### src/rtl/pn_pkg.sv
// Shared encodings, FSM state type and command-field positions for the neuron-core event router.
package pn_pkg;

  localparam logic [1:0] SEL_RSVD = 2'b00;
  localparam logic [1:0] SEL_SYN  = 2'b01;
  localparam logic [1:0] SEL_SOMA = 2'b10;
  localparam logic [1:0] SEL_STDP = 2'b11;

  typedef enum logic {IDLE = 1'b0, SECOND = 1'b1} state_t;

  // One-hot decoded command target
  localparam int unsigned TGT_W      = 5;
  localparam int unsigned TGT_SYN_WR = 0;
  localparam int unsigned TGT_SOMA   = 1;
  localparam int unsigned TGT_STDP   = 2;
  localparam int unsigned TGT_SYN_RD = 3;
  localparam int unsigned TGT_RSVD   = 4;

  function automatic int unsigned p_bit(input int unsigned na_w);
    return 2 * na_w + 1;
  endfunction

  function automatic int unsigned r_bit(input int unsigned na_w);
    return 2 * na_w;
  endfunction

  function automatic int unsigned sel_lo(input int unsigned na_w);
    return 2 * na_w - 2;
  endfunction

  function automatic int unsigned n1_lo(input int unsigned na_w);
    return na_w;
  endfunction

endpackage

### src/rtl/pn_cmd_decode.sv
// Combinational command-word decoder: one-hot target, two-neuron spike flag and neuron addresses.
module pn_cmd_decode
  import pn_pkg::*;
#(
  parameter int unsigned NA_W  = 7,
  parameter int unsigned CMD_W = 2 * NA_W + 2
) (
  input  logic [CMD_W-1:0] cmd_addr,
  output logic [TGT_W-1:0] target,
  output logic             two_spike,
  output logic [NA_W-1:0]  n0,
  output logic [NA_W-1:0]  n1
);

  localparam int unsigned PBit  = p_bit(NA_W);
  localparam int unsigned RBit  = r_bit(NA_W);
  localparam int unsigned SelLo = sel_lo(NA_W);
  localparam int unsigned N1Lo  = n1_lo(NA_W);

  logic [1:0] sel;

  always_comb begin
    n0        = cmd_addr[NA_W-1:0];
    n1        = cmd_addr[N1Lo +: NA_W];
    sel       = cmd_addr[SelLo +: 2];
    target    = '0;
    two_spike = 1'b0;
    if (cmd_addr[PBit]) begin
      unique case (sel)
        SEL_SYN:  target[TGT_SYN_WR] = 1'b1;
        SEL_SOMA: target[TGT_SOMA]   = 1'b1;
        SEL_STDP: target[TGT_STDP]   = 1'b1;
        default:  target[TGT_RSVD]   = 1'b1;
      endcase
    end else begin
      target[TGT_SYN_RD] = 1'b1;
      // Rich-club spikes and N1==0 collapse to a single read
      two_spike = !cmd_addr[RBit] && (n1 != '0);
    end
  end

endmodule

### src/rtl/pn_event_router.sv
// Neuron-core controller: registers decoded host commands and STDP weight updates into memory
// strobes, splitting two-neuron spikes into back-to-back synapse reads.
module pn_event_router
  import pn_pkg::*;
#(
  parameter int unsigned NA_W   = 7,
  parameter int unsigned DATA_W = 32,
  parameter int unsigned SWU_W  = 8,
  parameter int unsigned CMD_W  = 2 * NA_W + 2
) (
  input  logic              clk,
  input  logic              rst,
  input  logic              cmd_valid,
  output logic              cmd_ready,
  input  logic [CMD_W-1:0]  cmd_addr,
  input  logic [DATA_W-1:0] cmd_data,
  input  logic              swu_valid,
  output logic              swu_ready,
  input  logic [NA_W-1:0]   swu_addr,
  input  logic [SWU_W-1:0]  swu_data,
  output logic              syn_we,
  output logic              syn_re,
  output logic [NA_W-1:0]   syn_addr,
  output logic [DATA_W-1:0] syn_wdata,
  output logic              soma_we,
  output logic [DATA_W-1:0] soma_wdata,
  output logic              stdp_we,
  output logic [NA_W-1:0]   stdp_addr,
  output logic [DATA_W-1:0] stdp_wdata,
  output logic              busy,
  output logic              err
);

  state_t            state_q;
  logic [NA_W-1:0]   n1_q;
  logic [TGT_W-1:0]  target;
  logic              two_spike;
  logic [NA_W-1:0]   n0;
  logic [NA_W-1:0]   n1;

  pn_cmd_decode #(
    .NA_W  (NA_W),
    .CMD_W (CMD_W)
  ) u_decode (
    .cmd_addr  (cmd_addr),
    .target    (target),
    .two_spike (two_spike),
    .n0        (n0),
    .n1        (n1)
  );

  // SWU always wins over host commands while idle
  assign swu_ready = (state_q == IDLE);
  assign cmd_ready = (state_q == IDLE) & ~swu_valid;

  always_ff @(posedge clk or negedge rst) begin
    if (!rst) begin
      state_q    <= IDLE;
      n1_q       <= '0;
      syn_we     <= 1'b0;
      syn_re     <= 1'b0;
      syn_addr   <= '0;
      syn_wdata  <= '0;
      soma_we    <= 1'b0;
      soma_wdata <= '0;
      stdp_we    <= 1'b0;
      stdp_addr  <= '0;
      stdp_wdata <= '0;
      busy       <= 1'b0;
      err        <= 1'b0;
    end else begin
      syn_we     <= 1'b0;
      syn_re     <= 1'b0;
      syn_addr   <= '0;
      syn_wdata  <= '0;
      soma_we    <= 1'b0;
      soma_wdata <= '0;
      stdp_we    <= 1'b0;
      stdp_addr  <= '0;
      stdp_wdata <= '0;
      busy       <= 1'b0;
      err        <= 1'b0;
      unique case (state_q)
        IDLE: begin
          if (swu_valid) begin
            syn_we    <= 1'b1;
            syn_addr  <= swu_addr;
            syn_wdata <= DATA_W'(swu_data);
          end else if (cmd_valid) begin
            if (two_spike) begin
              state_q  <= SECOND;
              n1_q     <= n1;
              busy     <= 1'b1;
              syn_re   <= 1'b1;
              syn_addr <= n0;
            end else begin
              syn_we  <= target[TGT_SYN_WR];
              syn_re  <= target[TGT_SYN_RD];
              soma_we <= target[TGT_SOMA];
              stdp_we <= target[TGT_STDP];
              err     <= target[TGT_RSVD];
              if (target[TGT_SYN_WR] | target[TGT_SYN_RD]) syn_addr <= n0;
              if (target[TGT_SYN_WR]) syn_wdata <= cmd_data;
              if (target[TGT_SOMA]) soma_wdata <= cmd_data;
              if (target[TGT_STDP]) begin
                stdp_addr  <= n0;
                stdp_wdata <= cmd_data;
              end
            end
          end
        end
        SECOND: begin
          syn_re   <= 1'b1;
          syn_addr <= n1_q;
          state_q  <= IDLE;
        end
        default: state_q <= IDLE;
      endcase
    end
  end

endmodule

### config.mk
export PLATFORM = sky130hd
export DESIGN_NAME = pn_event_router
export DESIGN_NICKNAME = d
export VERILOG_FILES = /design/src/rtl/pn_pkg.sv /design/src/rtl/pn_cmd_decode.sv /design/src/rtl/pn_event_router.sv
export SDC_FILE = /design/constraint.sdc
export NUM_CORES = 1
export LEC_CHECK = 0
export CORE_UTILIZATION = 45
export DETAILED_ROUTE_END_ITERATION = 16
export DONT_BUFFER_PORTS = 1
export GPL_ROUTABILITY_DRIVEN = 0
export GPL_TIMING_DRIVEN = 0
export HOLD_SLACK_MARGIN = 0.05
export PLACE_DENSITY = 0.63
export SYNTH_ARGS = -nofsm -noshare
export SYNTH_HDL_FRONTEND = slang
export SYNTH_SLANG_ARGS = --single-unit
### constraint.sdc
create_clock -name clk -period 3.6 [get_ports clk]
set_clock_uncertainty 0.1 [all_clocks]
set_input_delay 1.08 -clock clk [delete_from_list [all_inputs] [get_ports clk]]
set_output_delay 1.08 -clock clk [all_outputs]
set_load 0.02 [all_outputs]
==> results of run 1 <==
-- area by class of cell --
cell class | count | area [µm²]
Buffer | 16 | 80.08
Multi-Input combinational cell | 156 | 1062
Inverter | 10 | 37.54
Clock buffer | 19 | 431.7
Tap cell | 111 | 138.9
Fill cell | 775 | 4200
Sequential cell | 123 | 3078
Clock inverter | 13 | 167.7
-- synth_stat cells --
master	number	area share (%)
mux2_4	6	2.1
buf_2	4	0.47
inv_2	1	0.088
nand2b_1	2	0.29
nor3b_1	1	0.18
nor3b_4	1	0.44
clkbuf_1	8	0.71
buf_6	1	0.26
buf_1	1	0.088
nor4_1	8	1.2
a211oi_1	7	1.2
a31oi_1	1	0.15
or3b_4	1	0.26
nand2_1	15	1.3
nor2_1	2	0.18
a2111o_1	1	0.26
buf_4	2	0.35
dfrtp_1	123	72
inv_1	9	0.79
o22a_1	7	1.4
a22o_1	9	1.9
nor3_1	2	0.24
nor3_2	2	0.47
nor2b_1	2	0.29
o21ai_0	1	0.12
and2_1	88	13
-- metal layers --
metal	vias to the layer above	part of all wire (%)	routed length, µm
met5	-	0	0
met4	0	1.1	97
met3	10	9.3	817
met2	113	49	4316
met1	1161	40	3532
li1	1030	-	-
-- cells in the final DEF (no fill, tap or decap), types with 6 or more instances in the layout --
cell type  count
dfrtp_1      123
and2_1        88
clkbuf_16     16
nand2_1       15
inv_1          9
clkbuf_1       9
a22o_1         9
nor4_1         8
a211oi_1       7
o22a_1         7
mux2_4         6
-- cells by family (layout without fill, tap and decap cells) --
| group | count (synthesis) | after routing |
|---|---|---|
| simple gates | 124 | 124 |
| flops | 123 | 123 |
| mux | 6 | 6 |
| compound gates | 26 | 26 |
| buf+inv | 26 | 58 |
-- state kept, by name, summed over array words and instances (netlist names), 7 cells and up --
| name | flops |
|---|---|
| stdp_addr | 7 |
| syn_wdata | 32 |
| syn_addr | 7 |
| stdp_wdata | 32 |
| soma_wdata | 32 |
| n1_q | 7 |
-- where the power goes --
part           internal (mW)  total [mW]  switching, mW
combinational         0.0469      0.0889         0.0420
sequential              1.43        1.48         0.0542
clock                   1.08        1.68          0.604
total                   2.55        3.25          0.700
-- path summary, 6_finish.rpt --
path / start / to / slack, ns / depth (start not counted)
max reg2reg: busy$_DFF_PN0_ / stdp_wdata[4]$_DFF_PN0_ / 1.42 / 4
max: busy$_DFF_PN0_ / swu_ready / 0.62 / 2
min in group clk: n1_q[1]$_DFFE_PN0P_ / syn_addr[1]$_DFF_PN0_ / 0.41 / 1
min reg2reg: n1_q[1]$_DFFE_PN0P_ / syn_addr[1]$_DFF_PN0_ / 0.41 / 1
min: rst / syn_wdata[23]$_DFF_PN0_ / 0.17 / 0
max in group asynchronous: rst / n1_q[3]$_DFFE_PN0P_ / 3.09 / 0
-- metrics by stage --
step                util [%]  hold slack (ns)  cells
floorplan                  -           0.3676    305
global placement       47.81           0.3883    416
detailed placement     47.81           0.3861    416
CTS                    54.33           0.1473    448
global route           54.33           0.1314    448
finish                 54.33           0.1701    448
==> results by group, run 1 <==
STA
  • Final-report setup violation count: 0
  • Setup_tns: 0 ns
  • Worst-Margin Slew: 0.6507 ns
  • Minimum clock period: 2.983 ns
  • Final setup margin: 0.6171 ns
  • Period utilization: 82.86%
  • Max Slew Vio Count: 0
  • RSZ-0062 raised after global routing: false
  • Worst rel slew slack: 56.62%
  • Final hold vios: 0
  • Max Fclk: 0.3352 GHz

Clocking
  • Post-CTS Setup Bufs: 0
  • CTS Buffer Depth: 2
  • Reg clk slew, reported paths: 0.06 ns
  • Later-pin clock latency in the skew report: 0.50 ns
  • TritonCTS clock tree: built
  • Clock root buffer: clkbuf_8
  • CTS Buf Count: 17
  • Cts repair resizes: 0
  • CTS H-tree depth: 4
  • CTS Sinks: 123
  • Cts hold-fix bufs: 0

Synthesis
  • Yosys warning count: 0
  • Syn avg cell area: 13.96 µm²
  • Post-Syn Area: 0.004258 mm²
  • Adder-cell area share of the yosys netlist: 0%
  • Post-Synthesis Cells: 305
  • Largest family of logic cells by synthesized area: simple AND/OR/NAND/NOR gates
  • Register bit count reported by yosys: 123
  • Synth unique cells: 26
  • Mux cell area share after synthesis: 2.116%
  • Synth Area in Compound Gates: 5.054%
  • Post-synthesis simple-gate area fraction: 17.78%
  • Post-synthesis xor/xnor area fraction: 0%
  • Mapped Nets: 372
  • Seq/Total Area, Yosys: 72.29%

Route
  • Final ANT Viol Nets: 0
  • DR DRC count: 0
  • Pre-antenna DRT Iters: 4
  • DR iter-0 viols: 44
  • DR vias/cell: 5.165
  • Via count: 2314
  • Avg WL per Cell: 19.56 µm
  • Routed WL: 8.764 mm

Floorplan
  • Die area: 0.009855 mm²
  • Core Box Area: 0.009196 mm²
  • Die H: 99.27 µm
  • Starting Density: 46.30%
  • Site Rows: 35
  • Die Width: 99.27 µm
  • Ports: 185

Finish
  • Cell area after layout: 0.004996 mm²
  • Layout cells sized above 1: 14.54%
  • Layout net count: 391
  • Antenna diode count: 0
  • Area grow syn2layout: 17.34%

Flow run
  • Max-Cap Viols: 0

Pwr
  • Pwr/cell area: 650.0 mW/mm²
  • Static Leak: 2.532 nW
  • Max rail drop VDD: 0.0003071 V
  • Overall Power: 3.247 mW

Placed design
  • Final HPWL DP: 5.821 mm
  • Port Buf Inserts: 0
  • Dpl cell area: 0.004397 mm²
  • Dpl ws: 0.7685 ns

GRT
  • Met1 global-route usage: 20.66%
  • Vias in the first global route: 2357
  • M3 GR Usage: 8.925%
  • Initial antenna violation count: 0
  • First-pass GRT wire length: 13.11 mm
  • Pin count of the biggest net entering global routing: 124
  • GRT busiest layer: met2
  • Global-route met2 utilization: 29.54%
  • GRT overflow: 0
  • GRT Util Overall: 18.32%

Worst setup path
  • Worst-path maximum fanout: 10
  • Critical path data required time: 2.42 ns
  • Critical path cell sequence: inv_1 -> clkbuf_1
  • Max incr delay on CP: 0.54 ns
  • Crit path buf inv count: 2
  • CP Capture Type: primary output
  • Crit Path Category: reg2out
  • Startpoint Class: flip-flop
  • Worst path slowest cell: clkbuf_1
  • CP top delay family: buffers and inverters
  • WP data arrival: 1.80 ns

Worst hold path
  • Hold Crit Class: in2async

Run status
  • Status: completed
(Power assumes the default switching activity.)
==> run 2, diff against run 1 <==
--- a/config.mk
+++ b/config.mk
@@ -11,7 +11,7 @@
 export GPL_ROUTABILITY_DRIVEN = 0
 export GPL_TIMING_DRIVEN = 0
 export HOLD_SLACK_MARGIN = 0.05
-export PLACE_DENSITY = 0.63
+export PLACE_DENSITY = 0.65
 export SYNTH_ARGS = -nofsm -noshare
 export SYNTH_HDL_FRONTEND = slang
 export SYNTH_SLANG_ARGS = --single-unit
==> constraint.sdc (replaced) <==
create_clock -name clk -period 2.5 [get_ports clk]
set_clock_uncertainty 0.1 [all_clocks]
set_input_delay 0.75 -clock clk [delete_from_list [all_inputs] [get_ports clk]]
set_output_delay 0.75 -clock clk [all_outputs]
set_load 0.02 [all_outputs]
==> run 2 against run 1 <==
  * The flow now finishes with violations (hold timing)
  * Routed wire length grew 0.11%
  * Die area did not move
  * Design area decreased by 1.5%
  * Critical path type unchanged
==> results by group, run 2 (synthesis results as in run 1) <==
Route
  • DR DRC count: 0
  • DR WL met3: 782 µm
  • Routed length on met2: 4.412 mm
  • DR vias/cell: 5.237
  • Max Used Layer: met4
  • Via count: 2341
  • Routed WL: 8.774 mm
  • Final ANT Viol Nets: 0
  • Pre-antenna DRT Iters: 4
  • M1 WL: 3.541 mm
  • Avg WL per Cell: 19.63 µm
  • DR iter-0 viols: 46

Clocking
  • Reg clk slew, reported paths: 0.05 ns
  • Clock root buffer: clkbuf_8
  • CTS H-tree depth: 4
  • Later-pin clock latency in the skew report: 0.49 ns
  • TritonCTS clock tree: built
  • CTS Buf Count: 17
  • Post-CTS Setup Bufs: 0
  • CTS Sinks: 123
  • CTS Buffer Depth: 2

Floorplan
  • Die H: 99.27 µm
  • Core Box Area: 0.009196 mm²
  • Ports: 185
  • Site Rows: 35
  • Starting Density: 46.30%
  • Die Width: 99.27 µm
  • Die area: 0.009855 mm²

STA
  • Final hold vios: 123
  • RSZ-0062 raised after global routing: false
  • Worst-Margin Slew: 0.5342 ns
  • Max Fclk: 0.4157 GHz
  • Worst rel slew slack: 64.39%
  • Minimum clock period: 2.406 ns
  • Period utilization: 96.23%
  • Final-report setup violation count: 0
  • Final setup margin: 0.09424 ns
  • Max Slew Vio Count: 0
  • Worst hold slack: -0.1470 ns
  • Setup_tns: 0 ns

Finish
  • Commonest non-fill, non-tap cell in the layout: dfrtp_1
  • Antenna diode count: 0
  • Cell area after layout: 0.004922 mm²
  • Layout net count: 391
  • Layout cells sized above 1: 14.29%
  • Core Util, Final: 53.52%
  • Non-filler cells, final: 447
  • Area grow syn2layout: 15.60%
  • Commonest cells after routing, fill and taps aside: 123 x dfrtp_1, 88 x and2_1, 16 x clkbuf_16
  • Top flop regs: soma_wdata (32), stdp_wdata (32), syn_wdata (32)

Pwr
  • Switching Share: 22.09%
  • Clk network pwr share: 48.5%
  • Pwr/cell area: 892.5 mW/mm²
  • Logic pwr share: 2.9%
  • P_int: 3.422 mW
  • Static Leak: 2.506 nW
  • Switch Pwr: 0.9706 mW
  • Share of power burned in registers: 48.5%
  • Max rail drop VDD: 0.0004338 V

Worst setup path
  • CP top delay family: buffers and inverters
  • Critical path data required time: 1.65 ns
  • Critical path cell sequence: inv_1 -> buf_2
  • Crit path buf inv count: 2
  • WP data arrival: 1.56 ns
  • Crit Path Category: reg2out
  • Startpoint Class: flip-flop
  • Max incr delay on CP: 0.49 ns
  • Worst-path maximum fanout: 10
  • Worst path slowest cell: dfrtp_1
  • CP Capture Type: primary output

Placed design
  • Dpl cell area: 0.004397 mm²
  • Dpl ws: 0.08600 ns
  • Port Buf Inserts: 0
  • Final HPWL DP: 6.011 mm
  • DP Cell Count: 416

Worst hold path
  • Hold Crit Class: in2async

GRT
  • GRT overflow: 0
  • Vias in the first global route: 2367
  • Pin count of the biggest net entering global routing: 124
  • GRT Util Overall: 18.67%
  • Initial antenna violation count: 0
  • First-pass GRT wire length: 13.43 mm

Run status
  • Status: finished with violations
  • Failing checks: hold timing

Flow run
  • Max-Cap Viols: 0
-- run 2: cell count changes in the layout (fill, tap and decap cells not counted), sizes merged --
cell / before / now
clkinv: 4 / 7
bufinv: 3 / 1
buf: 8 / 9
clkbuf: 27 / 26
clkinvlp: 5 / 4
inv: 11 / 10
-- run 2: per-stage QoR --
step	power, mW	hold slack, ns
6_report	4.393	-0.1470
5_1_grt	4.556	-0.1838
4_1_cts	4.441	-0.1781
3_5_place_dp	2.294	0.3565
3_3_place_gp	2.291	0.3566
2_1_floorplan	2.260	0.3544
-- run 2: worst register-to-register path, stage by stage (launching register included) --
cell      delay [ns]
dfrtp_1         0.49
or3b_4          0.46
nor3_2          0.39
clkbuf_1        0.41
and2_1          0.20
-- run 2: routing by layer --
| layer | GRT usage [%] | vias to the layer above |
|---|---|---|
| li1 | - | 1021 |
| met1 | 21.99 | 1195 |
| met2 | 30.13 | 123 |
| met3 | 8.573 | 2 |
| met4 | 6.787 | 0 |
| met5 | 0 | - |
-- run 2: repair_timing --
action / in CTS / in global routing
endpoints found under the setup margin: 1 / 1
endpoints found under the hold margin: 123 / 123
gates resized for setup: 1 / 1
gates cloned: 0 / 0
-- run 2: power groups by stage --
| stage | Combinational [mW] | Sequential (mW) | Clock, mW |
|---|---|---|---|
| after floorplan | 0.106 | 2.15 | 0 |
| after global placement | 0.126 | 2.17 | 0 |
| after detailed placement | 0.129 | 2.16 | 0 |
| after CTS | 0.130 | 2.13 | 2.18 |
| after global routing | 0.141 | 2.14 | 2.28 |
| final | 0.129 | 2.13 | 2.13 |
-- run 2: final timing paths --
kind / startpoint / endpoint / slack, ns / depth (start not counted)
max: busy$_DFF_PN0_ / swu_ready / 0.09 / 2
min: rst / syn_wdata[14]$_DFF_PN0_ / -0.15 / 0
max reg2reg: busy$_DFF_PN0_ / stdp_wdata[6]$_DFF_PN0_ / 0.38 / 4
min reg2reg: n1_q[4]$_DFFE_PN0P_ / syn_addr[4]$_DFF_PN0_ / 0.41 / 1
max in group asynchronous: rst / stdp_wdata[7]$_DFF_PN0_ / 2.29 / 0
min in group clk: cmd_addr[12] / err$_DFF_PN0_ / 0.22 / 1
-- run 2: area by class of cell --
class | count | area, µm²
buffer | 16 | 81.33
clock inverter | 12 | 102.6
multi-input combinational | 156 | 1062
clock buffer | 19 | 421.7
sequential | 123 | 3078
inverter | 10 | 37.54
fill | 772 | 4274
tap | 111 | 138.9
